**src/rtl/rr_event_dispatcher.sv**
```systemverilog
// rr_event_dispatcher
// Keeps a saturating pending count per event channel and hands a single
// shared command resource to the channels in round-robin order, one
// outstanding command at a time.
// Optional build macro RR_EVENT_DISPATCHER_TIMEOUT_EN adds a completion
// watchdog. Without it, WAIT_DONE waits for done indefinitely and the
// timeout output is tied low.
module rr_event_dispatcher #(
   parameter int DATA_WIDTH = 8,
   parameter int CNT_WIDTH  = 4,
   parameter int TIMEOUT    = 1023,
   localparam int LB_DATA_WIDTH = $clog2(DATA_WIDTH)
) (
   input  logic                     clk,
   input  logic                     rstn,
   input  logic [LB_DATA_WIDTH-1:0] ev_index,
   input  logic                     ev_valid,
   output logic                     ev_ready,
   output logic [LB_DATA_WIDTH-1:0] cmd_index,
   output logic                     cmd_valid,
   input  logic                     cmd_ready,
   input  logic                     done,
   output logic [DATA_WIDTH-1:0]    pending,
   output logic                     overflow,
   output logic                     bad_index,
   output logic                     timeout
);

   localparam logic [CNT_WIDTH-1:0]     CNT_MAX  = '1;
   localparam logic [LB_DATA_WIDTH-1:0] LAST_IDX = LB_DATA_WIDTH'(DATA_WIDTH - 1);

   typedef enum logic [1:0] {
      S_IDLE      = 2'd0,
      S_ISSUE     = 2'd1,
      S_WAIT_DONE = 2'd2
   } state_t;

   state_t                     state_q, state_d;
   logic [LB_DATA_WIDTH-1:0]   cmd_index_q, cmd_index_d;
   logic [LB_DATA_WIDTH-1:0]   ptr_q, ptr_d;
   logic                       overflow_q, overflow_d;
   logic                       bad_index_q, bad_index_d;

   logic                       ev_accept;
   logic                       idx_ok;
   logic                       dec_fire;
   logic                       wd_expire;
   logic                       found;
   logic [LB_DATA_WIDTH-1:0]   sel_idx;
   logic [DATA_WIDTH-1:0]      pend_vec;
   logic [DATA_WIDTH-1:0]      sat_hit;

   // Events are accepted whenever the block is out of reset.
   assign ev_ready  = rstn;
   assign ev_accept = ev_valid & rstn;

   // An index is only out of range when DATA_WIDTH is not a power of two.
   if ((1 << LB_DATA_WIDTH) == DATA_WIDTH) begin : g_idx_full
      assign idx_ok = 1'b1;
   end else begin : g_idx_part
      assign idx_ok = ({1'b0, ev_index} < (LB_DATA_WIDTH + 1)'(DATA_WIDTH));
   end

   // Per-channel saturating counters. A simultaneous increment and
   // decrement on the same channel cancel out and never report overflow.
   for (genvar gi = 0; gi < DATA_WIDTH; gi++) begin : g_chan
      logic [CNT_WIDTH-1:0] cnt_q, cnt_d;
      logic                 inc, dec;

      assign inc = ev_accept && idx_ok && (ev_index == LB_DATA_WIDTH'(gi));
      assign dec = dec_fire && (cmd_index_q == LB_DATA_WIDTH'(gi));

      // Next count: +1 unless saturated, -1 on completion, hold if both.
      always_comb begin
         cnt_d = cnt_q;
         if (inc && !dec) begin
            if (cnt_q != CNT_MAX) begin
               cnt_d = cnt_q + 1'b1;
            end
         end else if (dec && !inc) begin
            cnt_d = cnt_q - 1'b1;
         end
      end

      // Counter register.
      always_ff @(posedge clk or negedge rstn) begin
         if (!rstn) begin
            cnt_q <= '0;
         end else begin
            cnt_q <= cnt_d;
         end
      end

      assign sat_hit[gi]  = inc && !dec && (cnt_q == CNT_MAX);
      assign pend_vec[gi] = |cnt_q;
   end

   assign pending = pend_vec;

   // Round-robin search: first nonzero channel starting at ptr, wrapping.
   always_comb begin
      int                       j;
      logic [LB_DATA_WIDTH-1:0] jj;
      found   = 1'b0;
      sel_idx = '0;
      j       = 0;
      jj      = '0;
      for (int k = 0; k < DATA_WIDTH; k++) begin
         j = int'(ptr_q) + k;
         if (j >= DATA_WIDTH) begin
            j = j - DATA_WIDTH;
         end
         jj = LB_DATA_WIDTH'(j);
         if (!found && pend_vec[jj]) begin
            found   = 1'b1;
            sel_idx = jj;
         end
      end
   end

   // FSM next state, command latch, pointer advance and completion decode.
   always_comb begin
      state_d     = state_q;
      cmd_index_d = cmd_index_q;
      ptr_d       = ptr_q;
      dec_fire    = 1'b0;
      cmd_valid   = 1'b0;
      case (state_q)
         S_IDLE: begin
            if (found) begin
               cmd_index_d = sel_idx;
               state_d     = S_ISSUE;
            end
         end
         S_ISSUE: begin
            cmd_valid = 1'b1;
            if (cmd_ready) begin
               state_d = S_WAIT_DONE;
            end
         end
         S_WAIT_DONE: begin
            if (done || wd_expire) begin
               dec_fire = 1'b1;
               ptr_d    = (cmd_index_q == LAST_IDX) ? '0 : cmd_index_q + 1'b1;
               state_d  = S_IDLE;
            end
         end
         default: begin
            state_d = S_IDLE;
         end
      endcase
   end

   // FSM state, command index and round-robin pointer registers.
   always_ff @(posedge clk or negedge rstn) begin
      if (!rstn) begin
         state_q     <= S_IDLE;
         cmd_index_q <= '0;
         ptr_q       <= '0;
      end else begin
         state_q     <= state_d;
         cmd_index_q <= cmd_index_d;
         ptr_q       <= ptr_d;
      end
   end

   assign cmd_index = cmd_index_q;

   // Status pulses are raised for one cycle after the causing edge.
   always_comb begin
      overflow_d  = |sat_hit;
      bad_index_d = ev_accept && !idx_ok;
   end

   // Status pulse registers.
   always_ff @(posedge clk or negedge rstn) begin
      if (!rstn) begin
         overflow_q  <= 1'b0;
         bad_index_q <= 1'b0;
      end else begin
         overflow_q  <= overflow_d;
         bad_index_q <= bad_index_d;
      end
   end

   assign overflow  = overflow_q;
   assign bad_index = bad_index_q;

`ifdef RR_EVENT_DISPATCHER_TIMEOUT_EN
   localparam int WD_W = $clog2(TIMEOUT + 1);

   logic [WD_W-1:0] wd_q, wd_d;
   logic            timeout_q, timeout_d;

   // Watchdog counts WAIT_DONE cycles; it sits at zero elsewhere, so it
   // starts fresh on every entry. Done in the expiry cycle wins.
   always_comb begin
      wd_expire = (state_q == S_WAIT_DONE) && (wd_q == WD_W'(TIMEOUT - 1));
      timeout_d = wd_expire && !done;
      wd_d      = '0;
      if ((state_q == S_WAIT_DONE) && !wd_expire && !done) begin
         wd_d = wd_q + 1'b1;
      end
   end

   // Watchdog counter and timeout pulse registers.
   always_ff @(posedge clk or negedge rstn) begin
      if (!rstn) begin
         wd_q      <= '0;
         timeout_q <= 1'b0;
      end else begin
         wd_q      <= wd_d;
         timeout_q <= timeout_d;
      end
   end

   assign timeout = timeout_q;
`else
   assign wd_expire = 1'b0;
   assign timeout   = 1'b0;
`endif

endmodule

```
**config.mk**
```make
export PLATFORM = sky130hd
export DESIGN_NAME = rr_event_dispatcher
export DESIGN_NICKNAME = d
export VERILOG_FILES = /design/src/rtl/rr_event_dispatcher.sv
export SDC_FILE = /design/constraint.sdc
export NUM_CORES = 1
export LEC_CHECK = 0
export ABC_AREA = 1
export CAP_MARGIN = 5
export CORE_ASPECT_RATIO = 0.9
export CORE_MARGIN = 4
export CORE_UTILIZATION = 50
export DETAILED_ROUTE_END_ITERATION = 16
export GPL_TIMING_DRIVEN = 0
export PLACE_DENSITY = 0.81
export SETUP_SLACK_MARGIN = 0.5
export SLEW_MARGIN = 20
export SYNTH_ARGS = -nofsm -noshare
export SYNTH_HDL_FRONTEND = slang
export SYNTH_SLANG_ARGS = --single-unit
```
**constraint.sdc**
```tcl
create_clock -name clk -period 6.9 [get_ports clk]
set_input_delay 1.035 -clock clk [delete_from_list [all_inputs] [get_ports clk]]
set_output_delay 1.035 -clock clk [all_outputs]
set_load 0.005 [all_outputs]
```
* Word level (Yosys, flattened, before mapping)
Index checks and enable logic that the tools add are counted.
** Storage, ports and cells
- Bits in registers :: 41
- Bits in latches :: 0
- RAM bits :: 0
- ROM bits :: 0
- Input bits :: 8
- Output and inout port bits :: 16
- Word-level logic and storage cells :: 277
- Memories kept :: 0
** Operators by class
- Add/sub/neg operators :: 32
- $mul :: 0
- Div/mod/pow operators :: 0
- Order comparisons :: 16
- Equality and inequality tests :: 43
- Shifts and indexed selects :: 0
- Mux-type cells :: 72
- Bitwise operators :: 1
- Reductions and logical operators :: 101
** Operators by type and width (count)
- $mux 4 :: 24
- $mux 3 :: 17
- $logic_and 1x1->1 :: 47
- $add 4x1->4 const B :: 8
- $eq 4x4->1 const B :: 8
- $lt 3x4->1 const B :: 8
- $ne 4x4->1 const B :: 8
- $reduce_or 4->1 :: 8
- $sub 4x1->4 const B :: 8
- $ge 4x4->1 const B :: 7
- $bmux 1 s3 :: 8
- $eq 3x3->1 const B :: 8
- $sub 3x1->3 const B :: 8
- $logic_not 1->1 :: 23
- $reduce_and 2->1 :: 10
- $mux 1 :: 19
- $add 3x3->4 const B :: 4
- $reduce_bool 2->1 :: 8
- $ne 2x1->1 const B :: 7
- $eq 3x2->1 const B :: 4
- $add 3x2->4 const B :: 2
- $ne 2x2->1 const B :: 4
- $reduce_or 8->1 :: 1
- $eq 3x1->1 const B :: 2
- other kinds (11) :: 14

* Longest topological paths before layout
- Depth in word-level cells :: 28
- Mapped depth :: 17

* Worst setup path before layout
Ideal clock, no wire load.
- Kind :: input to register
- From :: in ev_valid
- To :: reg g_chan[5].cnt_q[3]
- Library setup time :: 0.123 ns
- Arrival :: 2.674 ns
- Data required time :: 6.777 ns
- Path slack :: 4.102 ns
- Stages on the path :: 13
- Buffers on the path :: 0
- Path through :: nand2_1 > nor2_1 > inv_1 > nor2_1 > inv_1 > a31oi_1 > inv_1 > ha_1 > a21o_1 > a21oi_1 > or2_2 > nand3_1 > xnor2_1
** On the way
- Word-level cells in the longest chain between the ends :: 6
** Ends and longest elaborated chain
- start: declaration :: RTL line 17 : input logic ev_valid,
- $and 1x1->1 (*) :: RTL line 55 : assign ev_accept = ev_valid & rstn;
- $logic_and 1x1->1 (*) :: RTL line 70 : assign inc = ev_accept && idx_ok && (ev_index == LB_DATA_WIDTH'(gi));
- $logic_not 1->1 :: RTL line 80 : end else if (dec && !inc) begin
- $logic_and 1x1->1 :: RTL line 80
- $reduce_bool 2->1 (no line)
- $reduce_and 2->1 (no line)
- end signal: assignment :: RTL line 90 : cnt_q <= cnt_d;
- end: declaration :: RTL line 67 : logic [CNT_WIDTH-1:0] cnt_q, cnt_d;
Mark *: on every way between the ends. The rest lies on a longest branch, timed or not.
A chain may end at the register's enable or synchronous reset.

* Worst setup path in the final report
- From :: in rstn
- To :: reg g_chan[7].cnt_q[3]
** On the way
- Word-level cells in the longest chain between the ends :: 6
** Ends and longest elaborated chain
- start: declaration :: RTL line 15 : input logic rstn,
- $and 1x1->1 (*) :: RTL line 55
- $logic_and 1x1->1 (*) :: RTL line 70
- $logic_not 1->1 :: RTL line 80
- $logic_and 1x1->1 :: RTL line 80
- $reduce_bool 2->1 (no line)
- $reduce_and 2->1 (no line)
- end signal: assignment :: RTL line 90
- end: declaration :: RTL line 67
Marks and branches as above.

==> impl_summary.log <==
INFO  metric cts-htree-levels = 2
INFO  metric sequential_cell_area = a little over 1000 sq um
INFO  metric count_of_antenna_diodes_in_the_layout = 0
INFO  metric detail_route.iter0.violations = 200
INFO  metric power.share.clock = 0.075
INFO  metric wirelength = approximately 8000 um
INFO  metric multi_input_area = 2420 sq um
INFO  metric clockRootBuffer = clkbuf_8
INFO  metric cpMaxStageDelayCell = ha_1
INFO  metric drv_cap = 0
INFO  metric irDropWorstVdd = 216 uV
INFO  metric total_iterations_of_the_first_detailed_routing_run = 5
INFO  metric critPathLaunchType = input pin
INFO  metric max_slew.worst_pin.slew = 526 ps
INFO  metric die_h = 89.7 um
INFO  metric filler_cell_count = approximately 640
INFO  metric routed_length_per_instance = ~14 um
INFO  metric synth_area = 3710 sq um
INFO  metric crit_required = about 7100 ps
INFO  metric critPathKind = input pin to register
INFO  metric post_cts.repair.setup_buffers = 0
INFO  metric cts.reportedPaths.clkPinSlew = around 80 ps
INFO  metric synth_seq_cells = between 40 and 50
INFO  metric total_die_area = 8860 sq um
INFO  metric crit_fanout = 31
INFO  metric synthFlopType = dfrtp_1
INFO  metric power.density_cell_area = about 500 nW/um^2
INFO  metric critical_path.most_common_cell = inv_1
INFO  metric power_frac_comb = 0.669
INFO  metric postSynthAreaPerCell = 8.25 sq um
INFO  metric final_critical_path_setup_slack = roughly 3500 ps
INFO  metric finalWeightedCongestion = 0.912
INFO  metric relSlewSlack = 0.647
INFO  metric switching_power = 1.11 mW
INFO  metric design.portCount = 24
INFO  metric synth-edff-count = 0
INFO  metric start_util = 0.521
INFO  metric critical-path-max-stage-delay = roughly 310 ps
INFO  metric synthesis.instances = 449
INFO  metric place_hpwl = 6490 um
INFO  metric port_buffers = 21
INFO  metric data_arrival_critical_path = 3570 ps
INFO  metric period_minus_slack = between 3000 and 4000 ps
INFO  metric pre_cts_setup_slack = approximately 3200 ps
INFO  metric cts_repair_resize_count = 0
INFO  metric holdBufCountCts = 0
INFO  metric setup_repair_after_global_routing_missed_its_margin = no
INFO  metric asyncSetResetFlopFracSynth = 1.00
INFO  metric hold_path_class = register to register
INFO  metric tritoncts = yes
INFO  metric die_x = 98.8 um
INFO  metric power_leakage = 1.82 nW
INFO  metric tns = 0 ps
INFO  metric detail_route.drc_violations = 0
INFO  metric route.antenna.remaining_nets = 0
INFO  metric tritoncts_num_sinks = a little over 40
INFO  metric yosysWarnings = 0
INFO  metric numCtsBuffers = 5
INFO  metric p_int = 996 uW
INFO  metric grt-ovfl-total = 0
INFO  metric synth_top_area_share = 0.277
INFO  metric num_vias = between 3,000 and 4,000
INFO  metric design_power_total = 2.11 mW
INFO  metric global_route_wire_length_before_repair = 13,900 um
INFO  metric worst_setup_path_end_kind = register
INFO  metric design.core.area = 7110 sq um
INFO  metric timing.clock.skew = roughly 9 ps
INFO  metric grt.total_usage = 0.194
INFO  metric power.share.sequential = 0.255
INFO  metric cts-root-to-sink-buffers = 2
INFO  metric netlist.top_cell.by_area = dfrtp_1
INFO  metric nNetsFinal = 519
INFO  metric ys_top_cells_by_area = dfrtp_1, ha_1, nand2_1, nand3_1, fa_1
INFO  metric synth-seq-area-share = 0.277
INFO  metric core.rowCount = 29
INFO  metric drive_above_1_share = 0.202
INFO  metric post_synth_most_frequent_cells = nand2_1, nand3_1, dfrtp_1
INFO  metric final-instance-count-excl-fill = 573
INFO  metric synth_cell_type_count = 44
INFO  metric outcome = complete, no violations
INFO  metric grt_antenna_before_repair = 0
INFO  metric hold_violations = 0
INFO  metric syn2layout_area_growth = 11.5%
INFO  metric finalSetupViolCount = 0
INFO  metric first_global_vias = 3,025
INFO  metric placed_cells_incl_taps = 565
INFO  metric synth_most_common_cell = nand2_1
INFO  metric slew_viol_final = 0
INFO  metric largest_net_degree_at_the_start_of_global_routing = 32
INFO  metric crit_path_cell_trace = buf_2 -> buf_12 -> nand2_1 -> nor2_1 -> inv_1 -> nor2_1 -> inv_1 -> a21oi_1 -> inv_1 -> ha_1 -> a21o_1 -> a21oi_1 -> or2_2 -> nand3_1 -> xnor2_1
INFO  metric fmax = 295 MHz
INFO  metric worst_skew_pair.late_latency = 300 ps
INFO  metric post-route-period-util = 0.491
INFO  metric power.share.switching = 0.527
INFO  metric viasPerCell = 5.39
cells by family after synthesis:
family          share of synthesized area
simple gates                        0.342
mux                                0.0243
buf+inv                            0.0702
compound gates                     0.0915
xor+xnor                           0.0699
flops                               0.277
fa+ha+maj                           0.124
other cells                       0.00101
power by group through the flow:
stage          clock network, mW  logic (mW)  registers [mW]
3_5_place_dp                   0        1.40           0.542
2_1_floorplan                  0        1.10           0.504
4_1_cts                    0.161        1.40           0.539
5_1_grt                    0.173        1.58           0.563
3_3_place_gp                   0        1.34           0.531
6_report                   0.159        1.41           0.538
routing by layer:
layer | track usage | share of wire | vias to the layer above
met1 | 0.258 | 0.47 | 1440
li1 | - | - | 1556
met4 | 0.0484 | 0.013 | 0
met5 | 0 | 0 | -
met2 | 0.331 | 0.47 | 79
met3 | 0.0347 | 0.048 | 12
final timing paths:
check,from,endpoint,slack [ps],depth (start not counted)
min in group asynchronous,rstn,g_chan[3].cnt_q[1],610,1
max in group asynchronous,rstn,g_chan[4].cnt_q[3],5810,2
worst min register to register,g_chan[1].cnt_q[3],g_chan[1].cnt_q[3],510,1
worst min-delay path,g_chan[1].cnt_q[3],g_chan[1].cnt_q[3],510,1
worst max-delay path,rstn,g_chan[7].cnt_q[3],3510,15
worst max register to register,cmd_index[0],g_chan[7].cnt_q[3],4310,10
final cells by class:
class,count,area share
Multi-Input combinational cell,354,0.586
Sequential cell,41,0.248
Timing Repair Buffer,22,0.0545
Inverter,46,0.0430
Tap cell,93,0.0281
Buffer,9,0.0200
Clock buffer,6,0.0176
Clock inverter,2,0.00242
sequential cells by signal (all words and copies together) (netlist names):
signal        count
g_chan.cnt_q     32
state_q           2
cmd_index         3
overflow          1
ptr_q             3
critical path, delay by kind of cell:
family / cells / cell delay (ps)
AO/OA/AOI/OAI: 3 / 620
adder cells (fa/ha/maj): 1 / 310
AND/OR/NAND/NOR: 5 / 570
buffers and inverters: 5 / 850
XOR/XNOR: 1 / 160
metrics by stage:
| stage | area, sq um | hold WS, ps | util |
|---|---|---|---|
| after floorplan | 3710 | 468 | - |
| after global placement | 4040 | 485 | 0.568 |
| after detailed placement | 4050 | 497 | 0.570 |
| after CTS | 4130 | 509 | 0.581 |
| after global routing | 4130 | 541 | 0.581 |
| final | 4130 | 505 | 0.581 |
cell usage in the layout, fill, tap and decap left out, types with 2 or more instances in the layout:
cell type	count
ha_1	24
dfrtp_1	41
a21o_1	8
buf_2	3
or2_2	9
buf_6	2
nor2_1	36
o21ai_0	4
conb_1	2
fa_1	8
xor2_1	8
buf_4	4
nand2_2	4
nor2_2	11
nand4_1	10
nor2_4	3
a31oi_1	6
nor3_2	2
nand3_2	13
mux2_2	7
buf_12	2
nand4_2	2
nand3_4	3
o21ai_2	6
inv_1	38
nand2_4	3
nand2_1	80
clkbuf_8	5
xnor2_1	16
o31ai_1	2
a21oi_1	18
o22ai_1	3
xor2_2	2
clkinv_2	2
clkdlybuf4s50_1	20
nand3_1	55
inv_2	7
No activity file was read; power rests on OpenSTA's default activity.
